==> src/rtl/csr_exec_sequencer_if.sv <==
// Signal bundle around the CSR sequencer: renamer request, ROB head, CSR file port and writeback.
// master = surrounding pipeline/CSR file, slave = the sequencer.
interface csr_exec_sequencer_if #(
  parameter int XLEN  = 64,
  parameter int TAG_W = 6
);
  logic             req_valid;
  logic             req_ready;
  logic [TAG_W-1:0] req_tag;
  logic [1:0]       req_op;
  logic [11:0]      req_addr;
  logic [XLEN-1:0]  req_wdata;
  logic             req_wr;
  logic             rob_head_valid;
  logic [TAG_W-1:0] rob_head_tag;
  logic             flush;
  logic             csrf_rd_en;
  logic [11:0]      csrf_addr;
  logic [XLEN-1:0]  csrf_rdata;
  logic             csrf_illegal;
  logic             csrf_wr_en;
  logic [XLEN-1:0]  csrf_wdata;
  logic             done_valid;
  logic [TAG_W-1:0] done_tag;
  logic [XLEN-1:0]  done_rdata;
  logic             done_exc;
  logic             rename_stall;

  modport master (
    output req_valid, req_tag, req_op, req_addr, req_wdata, req_wr,
    output rob_head_valid, rob_head_tag, flush, csrf_rdata, csrf_illegal,
    input  req_ready, csrf_rd_en, csrf_addr, csrf_wr_en, csrf_wdata,
    input  done_valid, done_tag, done_rdata, done_exc, rename_stall
  );

  modport slave (
    input  req_valid, req_tag, req_op, req_addr, req_wdata, req_wr,
    input  rob_head_valid, rob_head_tag, flush, csrf_rdata, csrf_illegal,
    output req_ready, csrf_rd_en, csrf_addr, csrf_wr_en, csrf_wdata,
    output done_valid, done_tag, done_rdata, done_exc, rename_stall
  );
endinterface

==> src/rtl/csr_exec_sequencer.sv <==
// Holds one CSR op until it reaches the ROB head, then performs an atomic read-modify-write
// on the CSR file and reports the old value and exception status to writeback.
module csr_exec_sequencer #(
  parameter int XLEN  = 64,
  parameter int TAG_W = 6
) (
  input logic                 clk,
  input logic                 rst_n,
  csr_exec_sequencer_if.slave bus
);
  typedef enum logic [2:0] {
    IDLE      = 3'd0,
    WAIT_HEAD = 3'd1,
    READ      = 3'd2,
    WRITE     = 3'd3,
    DONE      = 3'd4
  } state_t;

  state_t           state_reg;
  logic [TAG_W-1:0] tag_reg;
  logic [1:0]       op_reg;
  logic [11:0]      addr_reg;
  logic [XLEN-1:0]  wdata_reg;
  logic             wr_reg;
  logic [XLEN-1:0]  old_reg;
  logic             exc_reg;
  logic             rd_en_reg;
  logic             wr_en_reg;
  logic [XLEN-1:0]  csrf_wdata_reg;
  logic             done_valid_reg;
  logic [TAG_W-1:0] done_tag_reg;
  logic [XLEN-1:0]  done_rdata_reg;
  logic             done_exc_reg;

  logic             accept;
  logic             head_match;
  logic             exc_next;
  logic [XLEN-1:0]  merge_next;

  assign bus.req_ready = (state_reg == IDLE) && !bus.flush;
  assign accept        = bus.req_valid && bus.req_ready;
  assign head_match    = bus.rob_head_valid && (bus.rob_head_tag == tag_reg);
  assign exc_next      = bus.csrf_illegal || (op_reg == 2'b11);

  // Per-bit merge of the freshly read CSR value; the reserved op falls through to the
  // RC form but its write is always suppressed by exc_next.
  genvar gi;
  generate
    for (gi = 0; gi < XLEN; gi++) begin : g_merge
      assign merge_next[gi] = (op_reg == 2'b00) ? wdata_reg[gi] :
                              (op_reg == 2'b01) ? (bus.csrf_rdata[gi] | wdata_reg[gi]) :
                                                  (bus.csrf_rdata[gi] & ~wdata_reg[gi]);
    end
  endgenerate

  always_ff @(posedge clk or negedge rst_n) begin
    if (!rst_n) begin
      state_reg      <= IDLE;
      tag_reg        <= '0;
      op_reg         <= '0;
      addr_reg       <= '0;
      wdata_reg      <= '0;
      wr_reg         <= 1'b0;
      old_reg        <= '0;
      exc_reg        <= 1'b0;
      rd_en_reg      <= 1'b0;
      wr_en_reg      <= 1'b0;
      csrf_wdata_reg <= '0;
      done_valid_reg <= 1'b0;
      done_tag_reg   <= '0;
      done_rdata_reg <= '0;
      done_exc_reg   <= 1'b0;
    end else begin
      rd_en_reg      <= 1'b0;
      wr_en_reg      <= 1'b0;
      done_valid_reg <= 1'b0;
      case (state_reg)
        IDLE: begin
          if (accept) begin
            tag_reg   <= bus.req_tag;
            op_reg    <= bus.req_op;
            addr_reg  <= bus.req_addr;
            wdata_reg <= bus.req_wdata;
            wr_reg    <= bus.req_wr;
            state_reg <= WAIT_HEAD;
          end
        end
        WAIT_HEAD: begin
          // A flush coinciding with the head match still wins: the op was squashed.
          if (bus.flush) begin
            addr_reg  <= '0;
            state_reg <= IDLE;
          end else if (head_match) begin
            rd_en_reg <= 1'b1;
            state_reg <= READ;
          end
        end
        READ: begin
          if (bus.flush) begin
            addr_reg  <= '0;
            state_reg <= IDLE;
          end else begin
            old_reg        <= bus.csrf_rdata;
            exc_reg        <= exc_next;
            wr_en_reg      <= wr_reg && !exc_next;
            csrf_wdata_reg <= merge_next;
            state_reg      <= WRITE;
          end
        end
        WRITE: begin
          // Past this point the op is committed at the head, so flush is ignored.
          done_valid_reg <= 1'b1;
          done_tag_reg   <= tag_reg;
          done_rdata_reg <= old_reg;
          done_exc_reg   <= exc_reg;
          csrf_wdata_reg <= '0;
          state_reg      <= DONE;
        end
        DONE: begin
          addr_reg  <= '0;
          state_reg <= IDLE;
        end
        default: begin
          addr_reg  <= '0;
          state_reg <= IDLE;
        end
      endcase
    end
  end

  assign bus.csrf_rd_en   = rd_en_reg;
  assign bus.csrf_addr    = addr_reg;
  assign bus.csrf_wr_en   = wr_en_reg;
  assign bus.csrf_wdata   = csrf_wdata_reg;
  assign bus.done_valid   = done_valid_reg;
  assign bus.done_tag     = done_tag_reg;
  assign bus.done_rdata   = done_rdata_reg;
  assign bus.done_exc     = done_exc_reg;
  assign bus.rename_stall = (state_reg != IDLE) || accept;
endmodule

==> src/flat_wrapper.sv <==
// flat-port wrapper written by rule: the top's interface ports become plain ports
module csr_exec_sequencer_flat 
#(
  parameter int XLEN  = 64,
  parameter int TAG_W = 6
)
  (clk, rst_n, bus_req_valid, bus_req_tag, bus_req_op, bus_req_addr, bus_req_wdata, bus_req_wr, bus_rob_head_valid, bus_rob_head_tag, bus_flush, bus_csrf_rdata, bus_csrf_illegal, bus_req_ready, bus_csrf_rd_en, bus_csrf_addr, bus_csrf_wr_en, bus_csrf_wdata, bus_done_valid, bus_done_tag, bus_done_rdata, bus_done_exc, bus_rename_stall);
  csr_exec_sequencer_if #(.XLEN(XLEN), .TAG_W(TAG_W)) bus_i ();
  input logic clk;
  input logic rst_n;
  input wire logic [$bits(bus_i.req_valid)-1:0] bus_req_valid;
  input wire logic [$bits(bus_i.req_tag)-1:0] bus_req_tag;
  input wire logic [$bits(bus_i.req_op)-1:0] bus_req_op;
  input wire logic [$bits(bus_i.req_addr)-1:0] bus_req_addr;
  input wire logic [$bits(bus_i.req_wdata)-1:0] bus_req_wdata;
  input wire logic [$bits(bus_i.req_wr)-1:0] bus_req_wr;
  input wire logic [$bits(bus_i.rob_head_valid)-1:0] bus_rob_head_valid;
  input wire logic [$bits(bus_i.rob_head_tag)-1:0] bus_rob_head_tag;
  input wire logic [$bits(bus_i.flush)-1:0] bus_flush;
  input wire logic [$bits(bus_i.csrf_rdata)-1:0] bus_csrf_rdata;
  input wire logic [$bits(bus_i.csrf_illegal)-1:0] bus_csrf_illegal;
  output wire logic [$bits(bus_i.req_ready)-1:0] bus_req_ready;
  output wire logic [$bits(bus_i.csrf_rd_en)-1:0] bus_csrf_rd_en;
  output wire logic [$bits(bus_i.csrf_addr)-1:0] bus_csrf_addr;
  output wire logic [$bits(bus_i.csrf_wr_en)-1:0] bus_csrf_wr_en;
  output wire logic [$bits(bus_i.csrf_wdata)-1:0] bus_csrf_wdata;
  output wire logic [$bits(bus_i.done_valid)-1:0] bus_done_valid;
  output wire logic [$bits(bus_i.done_tag)-1:0] bus_done_tag;
  output wire logic [$bits(bus_i.done_rdata)-1:0] bus_done_rdata;
  output wire logic [$bits(bus_i.done_exc)-1:0] bus_done_exc;
  output wire logic [$bits(bus_i.rename_stall)-1:0] bus_rename_stall;
  assign bus_i.req_valid = bus_req_valid;
  assign bus_i.req_tag = bus_req_tag;
  assign bus_i.req_op = bus_req_op;
  assign bus_i.req_addr = bus_req_addr;
  assign bus_i.req_wdata = bus_req_wdata;
  assign bus_i.req_wr = bus_req_wr;
  assign bus_i.rob_head_valid = bus_rob_head_valid;
  assign bus_i.rob_head_tag = bus_rob_head_tag;
  assign bus_i.flush = bus_flush;
  assign bus_i.csrf_rdata = bus_csrf_rdata;
  assign bus_i.csrf_illegal = bus_csrf_illegal;
  assign bus_req_ready = bus_i.req_ready;
  assign bus_csrf_rd_en = bus_i.csrf_rd_en;
  assign bus_csrf_addr = bus_i.csrf_addr;
  assign bus_csrf_wr_en = bus_i.csrf_wr_en;
  assign bus_csrf_wdata = bus_i.csrf_wdata;
  assign bus_done_valid = bus_i.done_valid;
  assign bus_done_tag = bus_i.done_tag;
  assign bus_done_rdata = bus_i.done_rdata;
  assign bus_done_exc = bus_i.done_exc;
  assign bus_rename_stall = bus_i.rename_stall;
  csr_exec_sequencer #(.XLEN(XLEN), .TAG_W(TAG_W)) u_core (.clk(clk), .rst_n(rst_n), .bus(bus_i));
endmodule
==> config.mk <==
export PLATFORM = sky130hd
export DESIGN_NAME = csr_exec_sequencer_flat
export DESIGN_NICKNAME = d
export VERILOG_FILES = /design/src/rtl/csr_exec_sequencer_if.sv /design/src/rtl/csr_exec_sequencer.sv /design/src/flat_wrapper.sv
export SDC_FILE = /design/constraint.sdc
export NUM_CORES = 1
export LEC_CHECK = 0
export CORE_MARGIN = 2
export CORE_UTILIZATION = 53
export DETAILED_ROUTE_END_ITERATION = 10
export MAX_ROUTING_LAYER = met4
export PLACE_DENSITY = 0.86
export SYNTH_ARGS = -nofsm -noshare
export SYNTH_HDL_FRONTEND = slang
export SYNTH_SLANG_ARGS = --single-unit
==> constraint.sdc <==
create_clock -name clk -period 2.9 [get_ports clk]
set_input_delay 0.29 -clock clk [delete_from_list [all_inputs] [get_ports clk]]
set_output_delay 0.29 -clock clk [all_outputs]
set_load 0.03 [all_outputs]
==> impl_metrics.env, run 1 <==
export IMPL_status="completed"
export IMPL_power_density_nw_per_um2=1200
export IMPL_ant_nets=0
export IMPL_ys_types=33
export IMPL_cts_max_level=1
export IMPL_seq_area_um2=7280
export IMPL_portBuffers=312
export IMPL_drc=0
export IMPL_highest_layer="met4"
export IMPL_worstSetupPathType="flop to output port"
export IMPL_setup_tns_ns=0
export IMPL_arrival_ns=2.48
export IMPL_utilization_pct=73.5
export IMPL_via_per_inst=5.55
export IMPL_wl_per_cell_um=21.1
export IMPL_max_cap_viol_count=0
export IMPL_fp_dieW_um=155
export IMPL_power_mw=19.9
export IMPL_gp_congestion=0.806
export IMPL_first_pass_iters=4
export IMPL_root_buffer="clkbuf_16"
export IMPL_relSlewSlack_pct=35.8
export IMPL_seq_power_share_pct=36.6
export IMPL_critPathMaxFanout=18
export IMPL_syn2layout_area_growth_pct=36.7
export IMPL_p_sw_share_pct=37.3
export IMPL_drtIter0Drc=483
export IMPL_layout_cells_non_filler=1579
export IMPL_grt_overflow_total=0
export IMPL_syn_area_um2=12100
export IMPL_fin_crit_sh_pct=95.4
export IMPL_m1WireLength_um=13200
export IMPL_met3WireLength_um=2960
export IMPL_cts_repair_resized=0
export IMPL_finalHoldViolCount=0
export IMPL_path_clk_slew_ns=0.06
export IMPL_grt_first_pass_wirelength_um=51700
export IMPL_slew_violations=0
export IMPL_grt_usage_pct=28.4
export IMPL_dp_hpwl_um=21600
export IMPL_vias=8759
export IMPL_worst_slew_pin_transition_ns=0.963
export IMPL_grt_max_degree=78
export IMPL_rows=55
export IMPL_die_area_um2=24100
export IMPL_routed_wl_um=33300
export IMPL_start_util_pct=53.8
export IMPL_avgSynthCellArea_um2=12.5
export IMPL_ys_warn_count=0
export IMPL_peakVddDrop_uv=767
export IMPL_setup_violations=0
export IMPL_drive_gt1_share_pct=17.2
export IMPL_placed_cell_area_um2=15500
export IMPL_crit_path_start_kind="flop"
export IMPL_cts_tree="done"
export IMPL_p_leak_nw=7.83
export IMPL_endpoint_kind="output port"
export IMPL_combPwrFrac_pct=43.6
export IMPL_place_ws_ns=0.589
export IMPL_syn_inst=968
export IMPL_nets=1430
export IMPL_synth_fp_nets=1129
export IMPL_core_um2=22500
export IMPL_io_pins=313
export IMPL_antenna_found_initial=1
export IMPL_grt_pass1_vias=9351
export IMPL_multiInputGateArea_um2=4470
export IMPL_clk_latency_ns=0.54
export IMPL_clkSinkCount=291
export IMPL_cts_buffers=30
export IMPL_placed_cells=1521
export IMPL_min_path_type="primary input to flop"
export IMPL_clockBufferDepth=3
export IMPL_die_h_um=155
export IMPL_p_switching_mw=7.42
export IMPL_ys_seq_area_share_pct=60.2
export IMPL_internal_power_mw=12.5
export IMPL_wl_met2_um=16000
export IMPL_hold_slack_ns=0.318
export IMPL_rsz0062_at_grt="false"
export IMPL_fillerInstances=1456
export IMPL_crit_required_ns=2.61
export IMPL_skew_ns=0.0107
export IMPL_fmax_mhz=362
export IMPL_power_share_clock_pct=19.9
export IMPL_yosys_register_bits=291
export IMPL_finalWorstSetupSlack_ns=0.135
export IMPL_design_area_um2=16500
export IMPL_layout_min_cycle_time_ns=2.77
[cell usage after synthesis, drive strengths merged]
master   instances  area share, %
a22o            64            4.6
o21ai           13           0.54
nor4b            1          0.072
dfrtp          291             60
a2111oi          1           0.12
and2             1          0.052
nand2b          13           0.67
or2              1          0.052
nor3             1          0.041
nand2          281            8.7
nand4            1          0.052
inv              3          0.093
o2bb2ai          1          0.072
or3b             1          0.072
clkbuf          28           0.89
and3             1          0.052
or4              1          0.093
a21oi            3           0.12
nor2b            1          0.072
nor4             1           0.18
buf             36            2.1
a22oi            1           0.10
nor2             3          0.093
xnor2            4           0.29
mux2           137             15
xor2             3           0.22
mux2i           64            5.3
nand3           12           0.50
[cells by family after synthesis]
kind of cell | share of synthesized area, %
AO/OA/AOI/OAI | 5.59
XOR/XNOR | 0.507
buffers and inverters | 3.06
flip-flops | 60.2
multiplexers | 20.0
AND/OR/NAND/NOR | 10.7
[timing repair]
item / in CTS / in global routing
setup buffers: 0 / 0
endpoints found under the hold margin: 70 / 0
hold buffers: 1 / 0
[path summary, 6_finish.rpt]
check | startpoint | to | slack, ns | cells after the start
max reg2reg | u_core.op_reg[0] | u_core.bus.csrf_wdata[18] | 0.73 | 5
max | u_core.state_reg[2] | bus_rename_stall | 0.13 | 4
min | bus_req_addr[8] | u_core.bus.csrf_addr[8] | 0.32 | 3
min reg2reg | u_core.old_reg[63] | u_core.bus.done_rdata[63] | 0.46 | 2
max in group asynchronous | rst_n | u_core.bus.csrf_wdata[47] | 1.60 | 3
min in group asynchronous | rst_n | u_core.bus.done_rdata[15] | 0.33 | 2
[power by group through the flow]
stage	combinational, mW	clock [mW]	sequential (mW)
3_5_place_dp	8.66	0	7.25
2_1_floorplan	3.89	0	8.67
6_report	8.67	3.95	7.27
5_1_grt	9.22	4.20	7.46
3_3_place_gp	8.38	0	7.19
4_1_cts	8.73	4.02	7.25
[final cells by class]
cell class | instances | share of cell area [%]
inverters | 3 | 0.0681
multi-input cells | 610 | 27.0
repair buffers | 333 | 20.5
well taps | 285 | 2.16
clock buffers | 40 | 5.26
diodes | 1 | 0.0151
flip-flops and latches | 291 | 44.0
clock inverters | 16 | 0.998
[placed cells by master, fill, tap and decap left out, drive strengths merged, types with 13 or more instances in the layout]
master / synthesis / final
buf: 36 / 21
clkdlybuf4s50: 0 / 311
mux2i: 64 / 64
o21ai: 13 / 13
nand2b: 13 / 13
clkbuf: 28 / 40
nand2: 281 / 281
a22o: 64 / 64
dfrtp: 291 / 291
mux2: 137 / 137
[worst max-delay path, stage by stage, from the launching register on]
cell and delay, ns:
dfrtp_1 0.60, nor4_4 0.44, nand2_4 0.10, nand2_1 0.11, clkdlybuf4s50_1 0.68
[metal layers]
| metal | track usage, % | vias up |
|---|---|---|
| li1 | - | 3870 |
| met1 | 35.4 | 4428 |
| met2 | 45.5 | 395 |
| met3 | 7.49 | 66 |
| met4 | 9.30 | 0 |
| met5 | - | - |
Power figures use the tool's default switching activity.
==> run 2, diff against run 1 <==
--- a/config.mk
+++ b/config.mk
@@ -5,11 +5,12 @@
 export SDC_FILE = /design/constraint.sdc
 export NUM_CORES = 1
 export LEC_CHECK = 0
-export CORE_MARGIN = 2
+export CORE_MARGIN = 10
 export CORE_UTILIZATION = 53
 export DETAILED_ROUTE_END_ITERATION = 10
 export MAX_ROUTING_LAYER = met4
 export PLACE_DENSITY = 0.86
+export SLEW_MARGIN = 30
 export SYNTH_ARGS = -nofsm -noshare
 export SYNTH_HDL_FRONTEND = slang
 export SYNTH_SLANG_ARGS = --single-unit
==> run 2 against run 1 <==
Sequential cell count unchanged. Critical path depth unchanged. Worst hold slack got worse by 0.025 ns. Cell area increased by 0.20%. Global-route usage decreased by 3.1 points. Wire length increased by 10%. Maximum frequency about the same. Worst setup slack improved by 0.0024 ns. Critical endpoint unchanged. Highest routed layer unchanged.
==> impl_metrics.env, run 2 (same netlist as run 1, synthesis figures left out) <==
export IMPL_syn2layout_area_growth_pct=37.0
export IMPL_grt_overflow_total=0
export IMPL_root_buffer="clkbuf_16"
export IMPL_endpoint_kind="output port"
export IMPL_drtIter0Drc=798
export IMPL_dp_hpwl_um=24400
export IMPL_holdPathStages=3
export IMPL_grt_max_degree=85
export IMPL_clkSinkCount=291
export IMPL_fp_dieW_um=171
export IMPL_io_pins=313
export IMPL_path_clk_slew_ns=0.06
export IMPL_drc=0
export IMPL_grt_usage_pct=25.3
export IMPL_worstSetupPathType="flop to output port"
export IMPL_layout_min_cycle_time_ns=2.76
export IMPL_design_area_um2=16600
export IMPL_finalHoldViolCount=0
export IMPL_grt_first_pass_wirelength_um=56100
export IMPL_clockBufferDepth=3
export IMPL_r2r_slack_ns=0.72
export IMPL_relSlewSlack_pct=42.6
export IMPL_cts_max_level=1
export IMPL_core_um2=22600
export IMPL_portBuffers=312
export IMPL_drive_gt1_share_pct=16.8
export IMPL_setup_tns_ns=0
export IMPL_peakVddDrop_uv=831
export IMPL_via_per_inst=5.60
export IMPL_nets=1432
export IMPL_grt_pass1_vias=9793
export IMPL_fmax_mhz=362
export IMPL_routed_wl_um=36600
export IMPL_placed_cell_area_um2=15500
export IMPL_setup_violations=0
export IMPL_p_leak_nw=7.86
export IMPL_layout_common_cells="311 x clkdlybuf4s50_1, 290 x dfrtp_1, 278 x nand2_1"
export IMPL_ant_nets=0
export IMPL_die_h_um=171
export IMPL_vias=8830
export IMPL_skew_ns=0.0224
export IMPL_rows=55
export IMPL_die_area_um2=29300
export IMPL_slew_violations=0
export IMPL_reg2regPathDepth=4
export IMPL_cts_buffers=31
export IMPL_max_cap_viol_count=0
export IMPL_cts_tree="done"
export IMPL_status="completed"
export IMPL_crit_required_ns=2.61
export IMPL_rsz0062_at_grt="false"
export IMPL_antenna_found_initial=1
export IMPL_power_density_nw_per_um2=1210
export IMPL_clk_latency_ns=0.55
export IMPL_gp_congestion=0.838
export IMPL_critPathMaxFanout=18
export IMPL_worst_slew_pin_transition_ns=0.861
export IMPL_start_util_pct=53.6
export IMPL_fin_crit_sh_pct=95.3
export IMPL_layout_commonest_cell="clkdlybuf4s50_1"
export IMPL_cts_repair_resized=0
export IMPL_wl_per_cell_um=23.2
export IMPL_first_pass_iters=5
export IMPL_crit_path_start_kind="flop"
export IMPL_min_path_type="primary input to flop"
export IMPL_arrival_ns=2.47
[run 2: metal layers]
metal / track usage (%) / routed length (µm)
met5: - / 0
met4: 7.60 / 1100
met3: 9.77 / 3990
met2: 40.4 / 17400
met1: 29.0 / 14000
[run 2: area by class of cell]
type	count	area, µm²
flip-flops and latches	291	7280
fillers	1440	6000
multi-input cells	610	4470
repair buffers	334	3430
clock buffers	49	943
well taps	285	357
clock inverters	5	75.1
inverters	3	11.3
diodes	1	2.50
[run 2: through the flow]
step | cells | util (%) | total power, mW | hold WS, ns | setup slack, ns
2_1_floorplan | 968 | - | 12.6 | -0.00559 | 0.908
3_3_place_gp | 1522 | 68.9 | 15.7 | 0.345 | 0.614
3_5_place_dp | 1522 | 68.9 | 16.1 | 0.347 | 0.629
4_1_cts | 1577 | 73.4 | 20.1 | 0.280 | 0.130
5_1_grt | 1578 | 73.4 | 21.0 | 0.320 | 0.0630
6_report | 1578 | 73.4 | 20.0 | 0.294 | 0.137
[run 2: final timing paths]
kind	from	endpoint
worst max-delay path	u_core.state_reg[2]	bus_rename_stall
worst min-delay path	bus_req_addr[2]	u_core.bus.csrf_addr[2]
worst max register to register	u_core.state_reg[2]	u_core.bus.csrf_wdata[12]
worst min register to register	u_core.old_reg[25]	u_core.bus.done_rdata[25]
max in group asynchronous	rst_n	u_core.op_reg[1]
min in group asynchronous	rst_n	u_core.wdata_reg[16]
[run 2: critical path, cell delays in order, from the launching register on]
cell,delay [ns]
dfrtp_1,0.61
nor4_4,0.44
nand2_4,0.09
nand2_1,0.08
clkdlybuf4s50_1,0.69
[run 2: report_power, final]
part	total [mW]	switching [mW]	internal (mW)
Combinational	8.80	4.65	4.15
Clock	3.95	1.57	2.38
Sequential	7.28	1.31	5.97
Total	20.0	7.54	12.5
[run 2: repair_timing]
item	4_1_cts	5_1_grt
endpoints found under the hold margin	78	0
setup buffers	0	0
hold buffers	1	0
==> run 3, diff against run 2 <==
--- a/config.mk
+++ b/config.mk
@@ -7,6 +7,7 @@
 export LEC_CHECK = 0
 export CORE_MARGIN = 10
 export CORE_UTILIZATION = 53
+export CTS_CLUSTER_DIAMETER = 120
 export DETAILED_ROUTE_END_ITERATION = 10
 export MAX_ROUTING_LAYER = met4
 export PLACE_DENSITY = 0.86
==> results of run 3 <==
No change in the layout: final DEF, timing and power equal those of run 2.
